$ cat src/rtl/mac_int_multilane.sv
// rtl/mac_int_multilane.sv - LANES-wide signed multiply-accumulate joining two input streams
//
// Purpose:
//   Runs LANES parallel signed MAC lanes fed by two joined valid/ready/last
//   streams (A, B). Stage 1 registers the per-lane products. Stage 2
//   accumulates them with saturation into ACCW-bit lane accumulators.
//   The sums go out on one stream, which also carries per-lane sticky
//   overflow flags. MODE 0 emits the running sum on every beat. MODE 1
//   emits only on the LAST beat of a packet.
//
// Ports:
//   CLK, RESET                    clock; synchronous active-high reset
//   IN_DATA_A/IN_VALID_A/IN_LAST_A A stream, lane i = [i*W +: W]
//   IN_READY_A                     A stream ready (asserted together with B)
//   IN_DATA_B/IN_VALID_B/IN_LAST_B B stream, lane i = [i*W +: W]
//   IN_READY_B                     B stream ready
//   OUT_MAC_DATA                   lane sums, lane i = [i*ACCW +: ACCW]
//   OUT_MAC_VALID/OUT_MAC_READY    output handshake
//   OUT_MAC_LAST                   output beat closes a packet
//   OUT_MAC_OVERFLOW               per-lane saturation seen so far in the packet
//   LAST_ERR                       sticky: A/B LAST disagreed on an accepted beat
module mac_int_multilane #(
  parameter int W     = 16,
  parameter int LANES = 4,
  parameter int ACCW  = 40,
  parameter int MODE  = 0
) (
  input  logic                    CLK,
  input  logic                    RESET,
  output logic                    IN_READY_A,
  input  logic [W*LANES-1:0]      IN_DATA_A,
  input  logic                    IN_VALID_A,
  input  logic                    IN_LAST_A,
  output logic                    IN_READY_B,
  input  logic [W*LANES-1:0]      IN_DATA_B,
  input  logic                    IN_VALID_B,
  input  logic                    IN_LAST_B,
  output logic [ACCW*LANES-1:0]   OUT_MAC_DATA,
  output logic                    OUT_MAC_VALID,
  input  logic                    OUT_MAC_READY,
  output logic                    OUT_MAC_LAST,
  output logic [LANES-1:0]        OUT_MAC_OVERFLOW,
  output logic                    LAST_ERR
);

  localparam int PW = 2 * W;
  localparam logic signed [ACCW-1:0] ACC_MAX = {1'b0, {(ACCW-1){1'b1}}};
  localparam logic signed [ACCW-1:0] ACC_MIN = {1'b1, {(ACCW-1){1'b0}}};

  logic                   s1_valid;
  logic                   s1_last;
  logic signed [PW-1:0]   s1_prod  [LANES];
  logic signed [PW-1:0]   prod_c   [LANES];
  logic signed [ACCW:0]   sum_c    [LANES];
  logic signed [ACCW-1:0] acc      [LANES];
  logic signed [ACCW-1:0] acc_next [LANES];
  logic [LANES-1:0]       ovf;
  logic [LANES-1:0]       new_ovf;
  logic                   fire;
  logic                   emit;
  logic                   advance;
  logic                   s1_free;

  // Operands are sign-extended to the product width first, so the low 2W bits
  // of the unsigned multiply equal the signed product.
  always_comb begin
    for (int i = 0; i < LANES; i++) begin
      prod_c[i] = {{W{IN_DATA_A[i*W+W-1]}}, IN_DATA_A[i*W +: W]} *
                  {{W{IN_DATA_B[i*W+W-1]}}, IN_DATA_B[i*W +: W]};
    end
  end

  // One guard bit above the accumulator. When the guard bit and the sign bit
  // disagree, the add left the ACCW range, and the guard bit gives the
  // direction of the clamp.
  always_comb begin
    new_ovf = '0;
    for (int i = 0; i < LANES; i++) begin
      sum_c[i]    = {acc[i][ACCW-1], acc[i]} +
                    {{(ACCW+1-PW){s1_prod[i][PW-1]}}, s1_prod[i]};
      acc_next[i] = sum_c[i][ACCW-1:0];
      if (sum_c[i][ACCW] != sum_c[i][ACCW-1]) begin
        new_ovf[i]  = 1'b1;
        acc_next[i] = sum_c[i][ACCW] ? ACC_MIN : ACC_MAX;
      end
    end
  end

  // Only beats that produce an output need the output slot. In MODE 1,
  // non-LAST beats drain into the accumulator even while the output is stalled.
  assign emit       = (MODE == 0) || s1_last;
  assign advance    = s1_valid && (!emit || !OUT_MAC_VALID || OUT_MAC_READY);
  assign s1_free    = !s1_valid || advance;
  assign IN_READY_A = s1_free && IN_VALID_A && IN_VALID_B && !RESET;
  assign IN_READY_B = IN_READY_A;
  assign fire       = IN_READY_A;

  always_ff @(posedge CLK) begin
    if (RESET) begin
      s1_valid <= 1'b0;
      s1_last  <= 1'b0;
      for (int i = 0; i < LANES; i++) begin
        s1_prod[i] <= '0;
      end
    end else if (fire) begin
      s1_valid <= 1'b1;
      // A LAST mismatch still closes the packet, so either side counts.
      s1_last  <= IN_LAST_A | IN_LAST_B;
      for (int i = 0; i < LANES; i++) begin
        s1_prod[i] <= prod_c[i];
      end
    end else if (advance) begin
      s1_valid <= 1'b0;
    end
  end

  always_ff @(posedge CLK) begin
    if (RESET) begin
      for (int i = 0; i < LANES; i++) begin
        acc[i] <= '0;
      end
      ovf              <= '0;
      OUT_MAC_VALID    <= 1'b0;
      OUT_MAC_LAST     <= 1'b0;
      OUT_MAC_OVERFLOW <= '0;
      OUT_MAC_DATA     <= '0;
    end else begin
      if (advance) begin
        for (int i = 0; i < LANES; i++) begin
          acc[i] <= s1_last ? '0 : acc_next[i];
        end
        ovf <= s1_last ? '0 : (ovf | new_ovf);
      end
      if (advance && emit) begin
        OUT_MAC_VALID    <= 1'b1;
        OUT_MAC_LAST     <= s1_last;
        OUT_MAC_OVERFLOW <= ovf | new_ovf;
        for (int i = 0; i < LANES; i++) begin
          OUT_MAC_DATA[i*ACCW +: ACCW] <= acc_next[i];
        end
      end else if (OUT_MAC_READY) begin
        OUT_MAC_VALID <= 1'b0;
      end
    end
  end

  always_ff @(posedge CLK) begin
    if (RESET) begin
      LAST_ERR <= 1'b0;
    end else if (fire && (IN_LAST_A != IN_LAST_B)) begin
      LAST_ERR <= 1'b1;
    end
  end

endmodule

$ cat config.mk
export PLATFORM = sky130hd
export DESIGN_NAME = mac_int_multilane
export DESIGN_NICKNAME = d
export VERILOG_FILES = /design/src/rtl/mac_int_multilane.sv
export SDC_FILE = /design/constraint.sdc
export NUM_CORES = 2
export LEC_CHECK = 0
export ABC_AREA = 1
export CORE_MARGIN = 5
export CORE_UTILIZATION = 45
export CTS_CLUSTER_SIZE = 12
export DETAILED_ROUTE_END_ITERATION = 7
export PLACE_DENSITY = 0.72
export SLEW_MARGIN = 20
export SYNTH_ARGS = -nofsm -noshare
export SYNTH_HDL_FRONTEND = slang
export SYNTH_SLANG_ARGS = --single-unit
$ cat constraint.sdc
create_clock -name CLK -period 8 [get_ports CLK]
set_clock_uncertainty 0.2 [all_clocks]
set_input_delay 0.8 -clock CLK [delete_from_list [all_inputs] [get_ports CLK]]
set_output_delay 0.8 -clock CLK [all_outputs]
set_load 0.005 [all_outputs]
# Yosys cells after proc, flatten, opt, wreduce, memory -nomap -nowiden
# Memory sizes are Yosys's and may differ from the RTL's.
# Index checks and enable logic that the tools add are counted.
# op_classes
addsub,4
multipliers,4
eq_ne,5
muxes,37
bitwise_logic,10
n_reduce_logical,12
# ops
cell,n
2-to-1 mux 40 bit,16
adder 40 x 32 -> 41 bit,4
multiplier 16 x 16 -> 32 bit,4
2-to-1 mux 32 bit,4
2-to-1 mux 1 bit,16
OR 1 bit,9
logical AND 1 bit,5
inequality test 1 bit,5
2-to-1 mux 4 bit,1
OR 4 bit,1
nonzero test 2 bit,2
logical NOT 1 bit,3
logical OR 1 bit,2
# totals
ff_bits,173
mem_bits_rw,288
in_bits,135
output_inout_bits,169
memories,2
# mem_list
memory,words,width,read_ports,rd_clocked_by_memory_dff,write_ports,line,text
acc,4,40,4,0,4,55,logic signed [ACCW-1:0] acc [LANES];
s1_prod,4,32,4,0,4,52,logic signed [PW-1:0] s1_prod [LANES];

# Depth between registers and ports, before layout
# logic_depth
depth_word,11
ltp_mapped,27

# Worst setup path after synthesis
# OpenSTA, ideal clock, no wires.
# synth_timing
path_kind,input to register
startpoint,input IN_DATA_B[35]
endpoint,"memory s1_prod[2][27] in the netlist's numbering, data pin"
setup_ns,0.253
arrival_time_ns,6.104
path_slack_ns,1.444
stages,24
path_cell_list,clkbuf_1 > clkbuf_1 > nand2_1 > inv_1 > fa_1 > fa_1 > fa_1 > fa_1 > fa_1 > inv_1 > fa_1 > inv_1 > ha_1 > nand2_1 > nor2_1 > inv_1 > nor2_1 > inv_1 > o211ai_1 > nand3_1 > nand2_1 > nand2_1 > nand2_1 > nor2_1
# synth_lines
item,line,text
from (decl),35,"input logic [W*LANES-1:0] IN_DATA_B,"
to (decl),52,

==> run summary <==
Routed wire length: 204 mm
Final setup vio count: 0
DRC: 0
FF-to-FF End: OUT_MAC_OVERFLOW[1]
Compound-gate portion of the synthesized area: 6.68%
Core area: 156000 um2
Setup CP Type: input pin to flop
Net Count, Synth: 11000
Min-Delay Endpoint: OUT_MAC_DATA[40]
Finished Core Util: 49.3%
Initial Util: 45.1%
Vias in the first global route: 60200
Largest stage delay, worst path: 990 ps
Largest net degree at the start of global routing: 156
RSZ-0062 raised after global routing: false
Routed len/inst: 17.8 um
Hold path cells: 2
CTS tree: built
Die area: 164000 um2
Measured slew at the worst slew-check pin: 996 ps
Largest family of logic cells by synthesized area: adder cells
Yosys top cell by area: fa_1
Total CTS buffers: 53
Pre-antenna DRT Iters: 8
Unique masters post-synth: 48
Via count: 59500
Top delay family on crit path: adder cells
First-pass GRT wire length: 327 mm
Clock transition at path regs: 60 ps
Mux cell area share after synthesis: 0%
CP Buf/Inv Count: 5
#FFs+latches synth: 461
Routed Antenna Nets: 0
Postcts setup bufs: 0
Die X: 405 um
Max-slew violations: 0
Initial antenna violation count: 7
Dpl hpwl: 170 mm
Longest Clk Path Bufs: 3
CP Cell Sequence: clkdlybuf4s50_1 -> nand2_1 -> fa_1 -> inv_1 -> fa_1 -> fa_1 -> fa_1 -> fa_1 -> inv_1 -> fa_1 -> inv_1 -> ha_1 -> nand2_1 -> nor2_1 -> inv_1 -> nor4_1 -> nand4_1 -> nand2_1 -> o21ai_0 -> a21oi_1
Hold Path Class: flop to flop
Reg2Reg Setup Slack: 3920 ps
Worst-Skew Late Latency: 660 ps
Final Hold Violating Endpoints: 0
Tot GR Track Use: 25.0%
Final nets: 11000
Synth Instances: 9282
Post-synth ARST share: 0%
Largest cells by area after synthesis: fa_1, nand2_1, edfxtp_1
R2R depth: 13
Max cap viols: 0
Syn Area/Cell: 7.58 um2
Req. time, crit path: 8280 ps
Routability cong.: 0.970
Setup Total Neg Slack: 0 ps
Worst EP arrival: 7290 ps
Area added between synthesis and finish: 9.32%
Post-Synth Simple-Gate Area: 22.1%
Post-Synth XOR/XNOR Area: 1.77%
Period utilisation layout: 87.7%
Startpoint types: input pin
Status: finished clean
Die height: 405 um
Highest Clock Rate: 143 MHz
Yosys warning total: 0
Via-per-instance ratio: 5.18
Ys flop type: edfxtp_1
Htree depth: 2
Leading cell type in the layout, fill and taps excluded: nand2_1
Fin crit period: 7020 ps
CP Capture Type: flop
Sink Count: 461
Cts hold-fix bufs: 0
Mapped Area: 70300 um2
Slew headroom: 33.6%
Initial DRC Count: 4917
Slowest stage cell, crit path: clkdlybuf4s50_1
Worst r2r src: s1_prod[1][31]
Most frequent CP cell: fa_1
Most frequent cells in the layout: nand2_1, inv_1, fa_1
Post-cts gate resize count: 0
Port buffer count: 303
# IOs: 304
EDFF count, synth: 288
Diode count: 0
Register area share after synthesis: 17.2%
Post-Synth Adder-Cell Area: 38.6%
Total grt overflow: 0
Row cnt: 145
Layout cells sized above 1: 3.08%
Root Buffer: clkbuf_16
CP Max Fanout: 16
Share of the synthesized area in the top cell type: 29.9%
Hold_sp: OUT_MAC_DATA[40]
-- through the flow --
stage	cell area, um2	hold WS (ps)	worst slack [ps]	std cells
2_1_floorplan	70400	245	1440	9282
3_3_place_gp	75100	236	398	11400
3_5_place_dp	75100	244	392	11400
4_1_cts	76900	256	1080	11500
5_1_grt	76900	280	632	11500
6_report	76900	254	985	11500
-- layer usage --
metal | GRT usage (%) | up-vias | wire length [um]
met5 | 0 | - | 13
met4 | 5.24 | 2 | 4630
met3 | 3.17 | 282 | 14500
met2 | 40.7 | 2024 | 93400
met1 | 35.9 | 29000 | 91400
li1 | - | 28200 | -
-- cells in the mapped netlist (33+ instances only) --
cell type     n
nand2_1    2533
inv_1      2123
fa_1       1052
nor2_1      571
a21oi_1     530
ha_1        489
nand3_1     450
edfxtp_1    288
clkbuf_1    283
dfxtp_1     173
o21ai_0     168
nand4_1      93
xor2_1       85
xnor2_1      57
o21bai_1     55
nand3_2      37
buf_2        33
-- state kept, by name (all words and copies together) (netlist names) --
name and cells:
LAST_ERR 1, OUT_MAC_DATA 160, OUT_MAC_LAST 1, OUT_MAC_OVERFLOW 4, OUT_MAC_VALID 1, acc 160
ovf 4, s1_last 1, s1_prod 128, s1_valid 1
-- layout make-up --
cell class                      count  area [um2]
Timing Repair Buffer              392        3730
Sequential cell                   461       12100
Inverter                         2130        8010
Tap cell                         2058        2570
Fill cell                       15100       78900
Multi-Input combinational cell   6331       48700
Clock inverter                     29         360
Clock buffer                       70        1420
-- cell families after synthesis --
group,after synthesis
buffers and inverters,2490
adders and majority gates,1541
AOI/OAI and AO/OA,860
xor gates and xnor gates,142
and+or+nand+nor,3788
DFF,461
-- worst min-delay path: stages, from the launching register on --
cell     delay, ps
dfxtp_1        310
nand2_1         60
nand2_1         40
-- how the worst max path moves through the flow --
stage | end | start | slack [ps] | cells after the start
CTS | s1_prod[0][31] | IN_DATA_B[4] | 1080 | 20
global route | s1_prod[0][31] | IN_DATA_B[4] | 630 | 20
finish | s1_prod[0][31] | IN_DATA_B[4] | 980 | 20
global placement | s1_prod[0][31] | IN_DATA_B[4] | 400 | 20
floorplan | s1_prod[2][27] | IN_DATA_B[35] | 1440 | 24
detailed placement | s1_prod[2][19] | IN_DATA_A[40] | 390 | 19
Power is not shown: default switching activity piles up to over one toggle a cycle in this logic, so the estimate is an artifact.
